File: config.mk
export PLATFORM = sky130hd
export DESIGN_NAME = shift_reg_universal_flat
export DESIGN_NICKNAME = d
export VERILOG_FILES = /design/src/rtl/shift_reg_universal_if.sv /design/src/rtl/shift_reg_universal.sv /design/src/flat_wrapper.sv
export SDC_FILE = /design/constraint.sdc
export NUM_CORES = 1
export LEC_CHECK = 0
export ABC_AREA = 1
export BUFFER_PORTS_ARGS = -buffer_cell sky130_fd_sc_hd__clkbuf_2
export CAP_MARGIN = 20
export CORE_MARGIN = 2
export CORE_UTILIZATION = 45
export CTS_CLUSTER_DIAMETER = 80
export DETAILED_ROUTE_END_ITERATION = 12
export PLACE_DENSITY = 0.69
export REMOVE_ABC_BUFFERS = 1
export SLEW_MARGIN = 20
export SYNTH_ARGS = -nofsm -noshare
export SYNTH_HDL_FRONTEND = slang
export SYNTH_SLANG_ARGS = --single-unit
File: constraint.sdc
create_clock -name clk -period 3.05 [get_ports clk]
set_input_delay 0.7625 -clock clk [delete_from_list [all_inputs] [get_ports clk]]
set_output_delay 0.7625 -clock clk [all_outputs]
set_load 0.03 [all_outputs]
File: src/rtl/shift_reg_universal_if.sv
// Control and data bundle for shift_reg_universal.
// The master drives the commands and the slave (the shifter) returns its state.
interface shift_reg_universal_if #(
    parameter int unsigned N  = 8,
    parameter int unsigned CW = 4
);
    logic          en;
    logic [2:0]    mode;
    logic          s_in_r;
    logic          s_in_l;
    logic [N-1:0]  d_in;
    logic          start;
    logic [CW-1:0] count;
    logic [N-1:0]  q;
    logic          s_out_r;
    logic          s_out_l;
    logic          busy;
    logic          done;

    modport master (
        output en, mode, s_in_r, s_in_l, d_in, start, count,
        input  q, s_out_r, s_out_l, busy, done
    );

    modport slave (
        input  en, mode, s_in_r, s_in_l, d_in, start, count,
        output q, s_out_r, s_out_l, busy, done
    );
endinterface

File: src/rtl/shift_reg_universal.sv
// Universal N-bit shift register: single-step ops in IDLE, plus a burst engine
// that repeats one shift/rotate op K times with busy/done status.
module shift_reg_universal #(
    parameter int unsigned N  = 8,
    parameter int unsigned CW = 4
) (
    input  logic                  clk,
    input  logic                  reset,
    shift_reg_universal_if.slave  bus
);
    localparam logic [2:0] M_HOLD = 3'b000;
    localparam logic [2:0] M_SHR  = 3'b001;
    localparam logic [2:0] M_SHL  = 3'b010;
    localparam logic [2:0] M_LOAD = 3'b011;
    localparam logic [2:0] M_ROR  = 3'b100;
    localparam logic [2:0] M_ROL  = 3'b101;
    localparam logic [2:0] M_ASR  = 3'b110;
    localparam logic [2:0] M_CLR  = 3'b111;

    typedef enum logic {IDLE, RUN} state_t;

    state_t        state_q, state_d;
    logic [N-1:0]  q_q, q_d;
    logic [2:0]    op_q, op_d;
    logic [CW-1:0] rem_q, rem_d;
    logic          busy_q, busy_d;
    logic          done_q, done_d;

    // Next register value for one application of op.
    function automatic logic [N-1:0] apply_op(input logic [2:0] op,
                                              input logic [N-1:0] cur,
                                              input logic sin_r,
                                              input logic sin_l,
                                              input logic [N-1:0] din);
        logic [N-1:0] r;
        r = cur;
        case (op)
            M_HOLD: r = cur;
            M_SHR:  r = {sin_r, cur[N-1:1]};
            M_SHL:  r = {cur[N-2:0], sin_l};
            M_LOAD: r = din;
            M_ROR:  r = {cur[0], cur[N-1:1]};
            M_ROL:  r = {cur[N-2:0], cur[N-1]};
            M_ASR:  r = {cur[N-1], cur[N-1:1]};
            M_CLR:  r = '0;
            default: r = cur;
        endcase
        return r;
    endfunction

    function automatic logic is_burst_op(input logic [2:0] op);
        return (op == M_SHR) || (op == M_SHL) || (op == M_ROR) ||
               (op == M_ROL) || (op == M_ASR);
    endfunction

    always_comb begin
        state_d = state_q;
        q_d     = q_q;
        op_d    = op_q;
        rem_d   = rem_q;
        busy_d  = busy_q;
        done_d  = 1'b0;
        case (state_q)
            IDLE: begin
                // start only counts for repeatable ops; load/clear/hold fall back to en
                if (bus.start && is_burst_op(bus.mode)) begin
                    if (bus.count != '0) begin
                        state_d = RUN;
                        op_d    = bus.mode;
                        rem_d   = bus.count;
                        busy_d  = 1'b1;
                    end else begin
                        done_d  = 1'b1;
                    end
                end else if (bus.en) begin
                    q_d = apply_op(bus.mode, q_q, bus.s_in_r, bus.s_in_l, bus.d_in);
                end
            end
            RUN: begin
                q_d   = apply_op(op_q, q_q, bus.s_in_r, bus.s_in_l, bus.d_in);
                rem_d = rem_q - CW'(1);
                if (rem_q == CW'(1)) begin
                    state_d = IDLE;
                    busy_d  = 1'b0;
                    done_d  = 1'b1;
                end
            end
            default: begin
                state_d = IDLE;
                busy_d  = 1'b0;
            end
        endcase
    end

    always_ff @(posedge clk) begin
        if (reset) begin
            state_q <= IDLE;
            q_q     <= '0;
            op_q    <= M_HOLD;
            rem_q   <= '0;
            busy_q  <= 1'b0;
            done_q  <= 1'b0;
        end else begin
            state_q <= state_d;
            q_q     <= q_d;
            op_q    <= op_d;
            rem_q   <= rem_d;
            busy_q  <= busy_d;
            done_q  <= done_d;
        end
    end

    assign bus.q       = q_q;
    assign bus.s_out_r = q_q[0];
    assign bus.s_out_l = q_q[N-1];
    assign bus.busy    = busy_q;
    assign bus.done    = done_q;
endmodule

File: src/flat_wrapper.sv
// flat-port wrapper written by rule: the top's interface ports become plain ports
module shift_reg_universal_flat 
#(
    parameter int unsigned N  = 8,
    parameter int unsigned CW = 4
)
  (clk, reset, bus_en, bus_mode, bus_s_in_r, bus_s_in_l, bus_d_in, bus_start, bus_count, bus_q, bus_s_out_r, bus_s_out_l, bus_busy, bus_done);
  shift_reg_universal_if #(.N(N), .CW(CW)) bus_i ();
  input  logic clk;
  input  logic reset;
  input wire logic [$bits(bus_i.en)-1:0] bus_en;
  input wire logic [$bits(bus_i.mode)-1:0] bus_mode;
  input wire logic [$bits(bus_i.s_in_r)-1:0] bus_s_in_r;
  input wire logic [$bits(bus_i.s_in_l)-1:0] bus_s_in_l;
  input wire logic [$bits(bus_i.d_in)-1:0] bus_d_in;
  input wire logic [$bits(bus_i.start)-1:0] bus_start;
  input wire logic [$bits(bus_i.count)-1:0] bus_count;
  output wire logic [$bits(bus_i.q)-1:0] bus_q;
  output wire logic [$bits(bus_i.s_out_r)-1:0] bus_s_out_r;
  output wire logic [$bits(bus_i.s_out_l)-1:0] bus_s_out_l;
  output wire logic [$bits(bus_i.busy)-1:0] bus_busy;
  output wire logic [$bits(bus_i.done)-1:0] bus_done;
  assign bus_i.en = bus_en;
  assign bus_i.mode = bus_mode;
  assign bus_i.s_in_r = bus_s_in_r;
  assign bus_i.s_in_l = bus_s_in_l;
  assign bus_i.d_in = bus_d_in;
  assign bus_i.start = bus_start;
  assign bus_i.count = bus_count;
  assign bus_q = bus_i.q;
  assign bus_s_out_r = bus_i.s_out_r;
  assign bus_s_out_l = bus_i.s_out_l;
  assign bus_busy = bus_i.busy;
  assign bus_done = bus_i.done;
  shift_reg_universal #(.N(N), .CW(CW)) u_core (.clk(clk), .reset(reset), .bus(bus_i));
endmodule
Word-level counts from Yosys, hierarchy flattened
Index checks and enable logic that the tools add are counted.

Output and inout bits: 12. Register bits after elaboration: 18.

Reduce and logical (&&, ||, !) cells: 13. Add/sub/neg operators: 1. Mux-type cells: 20. Equality and inequality tests: 24. Bitwise gates (word level): 1.

Operators with widths (count): $pmux 8 s7 (2); $eq 3x3->1 const B (8); $mux 8 (2); $pmux 8 s2 (1); $ne 2x2->1 const B (7); $eq 3x2->1 const B (4); $mux 1 (9); $mux 4 (2); $pmux 4 s2 (1); $eq 3x1->1 const B (2); $logic_not 3->1 (2); $pmux 1 s2 (3); $reduce_and 3->1 (2); $reduce_and 6->1 (1); $eq 4x1->1 const B (1); $logic_or 1x1->1 (4); $ne 2x1->1 const B (2); $reduce_and 4->1 (1); $reduce_bool 4->1 (1); $sub 4x1->4 const B (1); $reduce_and 2->1 (1); $logic_and 1x1->1 (1); $not 1->1 (1).

Depth between registers and ports, before layout
Word-level depth: 8. Mapped depth: 10. Gate-level depth less buffers: 9.

Worst setup path before layout
OpenSTA, ideal clock, no wires.

Path kind: input port to flip-flop. From: in bus_mode[0]. To: reg u_core.q_q[0] (netlist: u_core.bus.q[0]). Cell stages on the path: 9. Data arrival time: 1.615 ns. Required time: 2.918 ns. Buffers on the path: 1. Setup slack: 1.302 ns. Cells stage by stage: buf_4 -> nor2_4 -> nand2_2 -> nand3_2 -> nand2_4 -> nor2_8 -> clkinv_2 -> nand2_1 -> a21oi_1.

Word-level cells in the longest chain between the ends: 8.

RTL lines: start: declaration (line flat_wrapper.sv:12) `input wire logic [$bits(bus_i.mode)-1:0] bus_mode;`; parallel branches: the longest is 8 deep, another holds $pmux 8 s7; end signal: assignment (line shift_reg_universal.sv:105) `q_q <= q_d;`; end: declaration (line shift_reg_universal.sv:23) `logic [N-1:0] q_q, q_d;`.

Several ways; the timed one is not identified. The select of a mux whose other input is x is not followed. A chain may end at the register's enable or synchronous reset.

Worst setup path in the final report
From: reg u_core.q_q[7] (netlist: u_core.bus.q[7]). To: out bus_q[7].

RTL lines: end: declaration (line flat_wrapper.sv:18) `output wire logic [$bits(bus_i.q)-1:0] bus_q;`.

No word-level cell between the ends.

==> impl_metrics.ini <==
[timing]
slew_viol_final = 0
fin_crit_sh = 0.591
fmax_ghz = 0.555
timing.hold.ws_ps = 470
tightest_slew_ps = 419
period_needed_ps = 1800
finClkSkew_ps = 6.24
hold_viol_final = 0
finalWorstSetupSlack_ps = 1250
grt_setup_unrepaired = no
relSlewSlack = 0.721
tns_ps = 0
setup_viol = 0

[floorplanning]
io-pin-count = 33
die_area_sq_um = 3620
start_util = 0.468
die_w_microns = 60.1
core_sq_um = 3030
row_count = 20
die-height_microns = 60.1

[cells_and_area]
areaGrowthSynthToFinish_pct = 13.6
nets = 286
drive_gt1_frac = 0.202
diodes = 0
final_util = 0.532
nFillCells = 315
final_cells = 306
stdcell_area_sq_um = 1610

[clock_tree]
insertion_delay_ps = 300
clk_pin_slew_worst_paths_ps = 110
post_cts_buffers = 0
ctsHoldBuffers = 0
htreeDepth = 1
numCtsBuffers = 3
cts_resized = 0
tritoncts = done
clock_path_buffers = 2
cts_root_buf = clkbuf_4
cts.sinks = 18

[worst_setup_path]
critPathCaptureType = output pin
cp_cell_sequence = clkbuf_2
path_delay_family = flip-flops
required_ps = 2290
crit_type = flip-flop to output pin
reg2reg_depth = 8
r2r_slack_ps = 1400
cp_slowest_cell = dfxtp_1
crit_path_max_incr_delay_ps = 480
path_max_fanout = 6
path_buf_inv = 1
critPathLaunchType = flip-flop
cp.depth = 1
cp.arrival_ps = 1040

[route]
vias_per_cell = 5.01
first_pass_iters = 4
routed_wl_microns = 3550
wl_per_cell_microns = 11.6
vias = 1533
drtAntennaViolNets = 0
drtIter0Drc = 100
drc = 0

[power]
p_comb_frac = 0.351
finalPower_mw = 0.670
power.static_leakage_nw = 0.772
power_switching_mw = 0.262
ir_worst_vdd_uv = 248
power_frac_seq = 0.423
pwr_density_cell_nw_per_um2 = 416
p_int_mw = 0.408
p_clk_frac = 0.227
switching_share = 0.391

[grt]
grt_overflow_total = 0
antenna_found_initial = 0
grt_pass1_vias = 1383
grt_first_pass_wirelength_microns = 5850
grt_max_degree = 17
groute.usage.overall = 0.211

[synth]
syn_area_sq_um = 1420
synth_warnings = 0
ys_ff_latch = 18
netlist_instances = 236
ys_seq_area_frac = 0.254
synth_area_per_cell_sq_um = 6.01
synth.distinct_cells = 27

[worst_hold_path]
hold_class = flip-flop to flip-flop
hold_depth = 2

[job]
drv_cap = 0

[place]
post-place-cells = 302
place_area_sq_um = 1570
port_buffers = 32
place_congestion = 0.889
dpl.hpwl_microns = 2640
preCtsSetupSlack_ps = 1050

[run_status]
outcome = finished clean
-- logic make-up (layout without fill, tap and decap cells) --
kind of cell,Yosys count,in the layout,share of synthesized area
adders and majority gates,2,2,0.0176
and+or+nand+nor,120,120,0.402
buffers and inverters,49,75,0.148
AOI/OAI and AO/OA,47,47,0.178
DFF,18,18,0.254
-- cell usage after synthesis --
master,n,area share
nand2_1,61,0.16
inv_1,32,0.085
nand3_1,27,0.095
a21oi_1,24,0.085
dfxtp_1,18,0.25
o21ai_0,16,0.056
nor2_1,13,0.034
nand4_1,7,0.031
buf_2,5,0.018
inv_2,5,0.013
nand3b_1,5,0.026
buf_4,3,0.016
a21oi_2,2,0.012
clkbuf_1,2,0.0053
ha_1,2,0.018
nand3_2,2,0.014
o21ai_1,2,0.0071
a22oi_1,1,0.0053
a32oi_1,1,0.0062
buf_6,1,0.0079
clkinv_2,1,0.0035
nand2_2,1,0.0044
nand2_4,1,0.0079
nor2_2,1,0.0044
nor2_4,1,0.0079
nor2_8,1,0.014
o21ai_2,1,0.0062
-- flip-flops by register name (all words and copies together) (netlist names) --
| name | count |
|---|---|
| u_core.rem_q | 4 |
| u_core.op_q | 3 |
| u_core.bus.q | 8 |
| u_core.state_q | 1 |
| u_core.bus.busy | 1 |
| u_core.bus.done | 1 |
-- layout make-up --
class,count,area [sq um],share of cell area
inverter,38,144,0.0894
tap,44,55.1,0.0342
timing repair buffer,33,168,0.104
multi-input combinational,169,847,0.526
clock buffer,4,36.3,0.0225
sequential,18,360,0.224
-- path summary, 6_finish.rpt --
check	end	startpoint
worst max-delay path	bus_q[7]	u_core.bus.q[7]
worst min-delay path	u_core.rem_q[1]	u_core.rem_q[1]
worst max register to register	u_core.bus.q[0]	u_core.state_q
worst min register to register	u_core.rem_q[1]	u_core.rem_q[1]
-- placed cells by master (no fill, tap or decap), drive strengths merged --
cell type  count
buf            1
ha             2
dfxtp         18
nor2          16
nand4          7
clkinv         1
a21oi         26
nand3b         5
inv           37
a22oi          1
nand2         63
nand3         29
o21ai         19
clkbuf        36
a32oi          1
-- routing by layer --
| metal | vias up | GRT usage | wire (microns) |
|---|---|---|---|
| li1 | 821 | - | - |
| met1 | 666 | 0.262 | 1670 |
| met4 | 0 | 0.0603 | 9 |
| met3 | 2 | 0.0498 | 206 |
| met5 | - | 0 | 0 |
| met2 | 44 | 0.360 | 1660 |
-- power by group through the flow --
stage          registers, mW  clock network, mW  logic [mW]
2_1_floorplan          0.312                  0       0.136
3_3_place_gp           0.288                  0       0.235
3_5_place_dp           0.288                  0       0.234
4_1_cts                0.282              0.156       0.235
5_1_grt                0.286              0.164       0.264
6_report               0.283              0.152       0.235
Power figures use the tool's default switching activity.
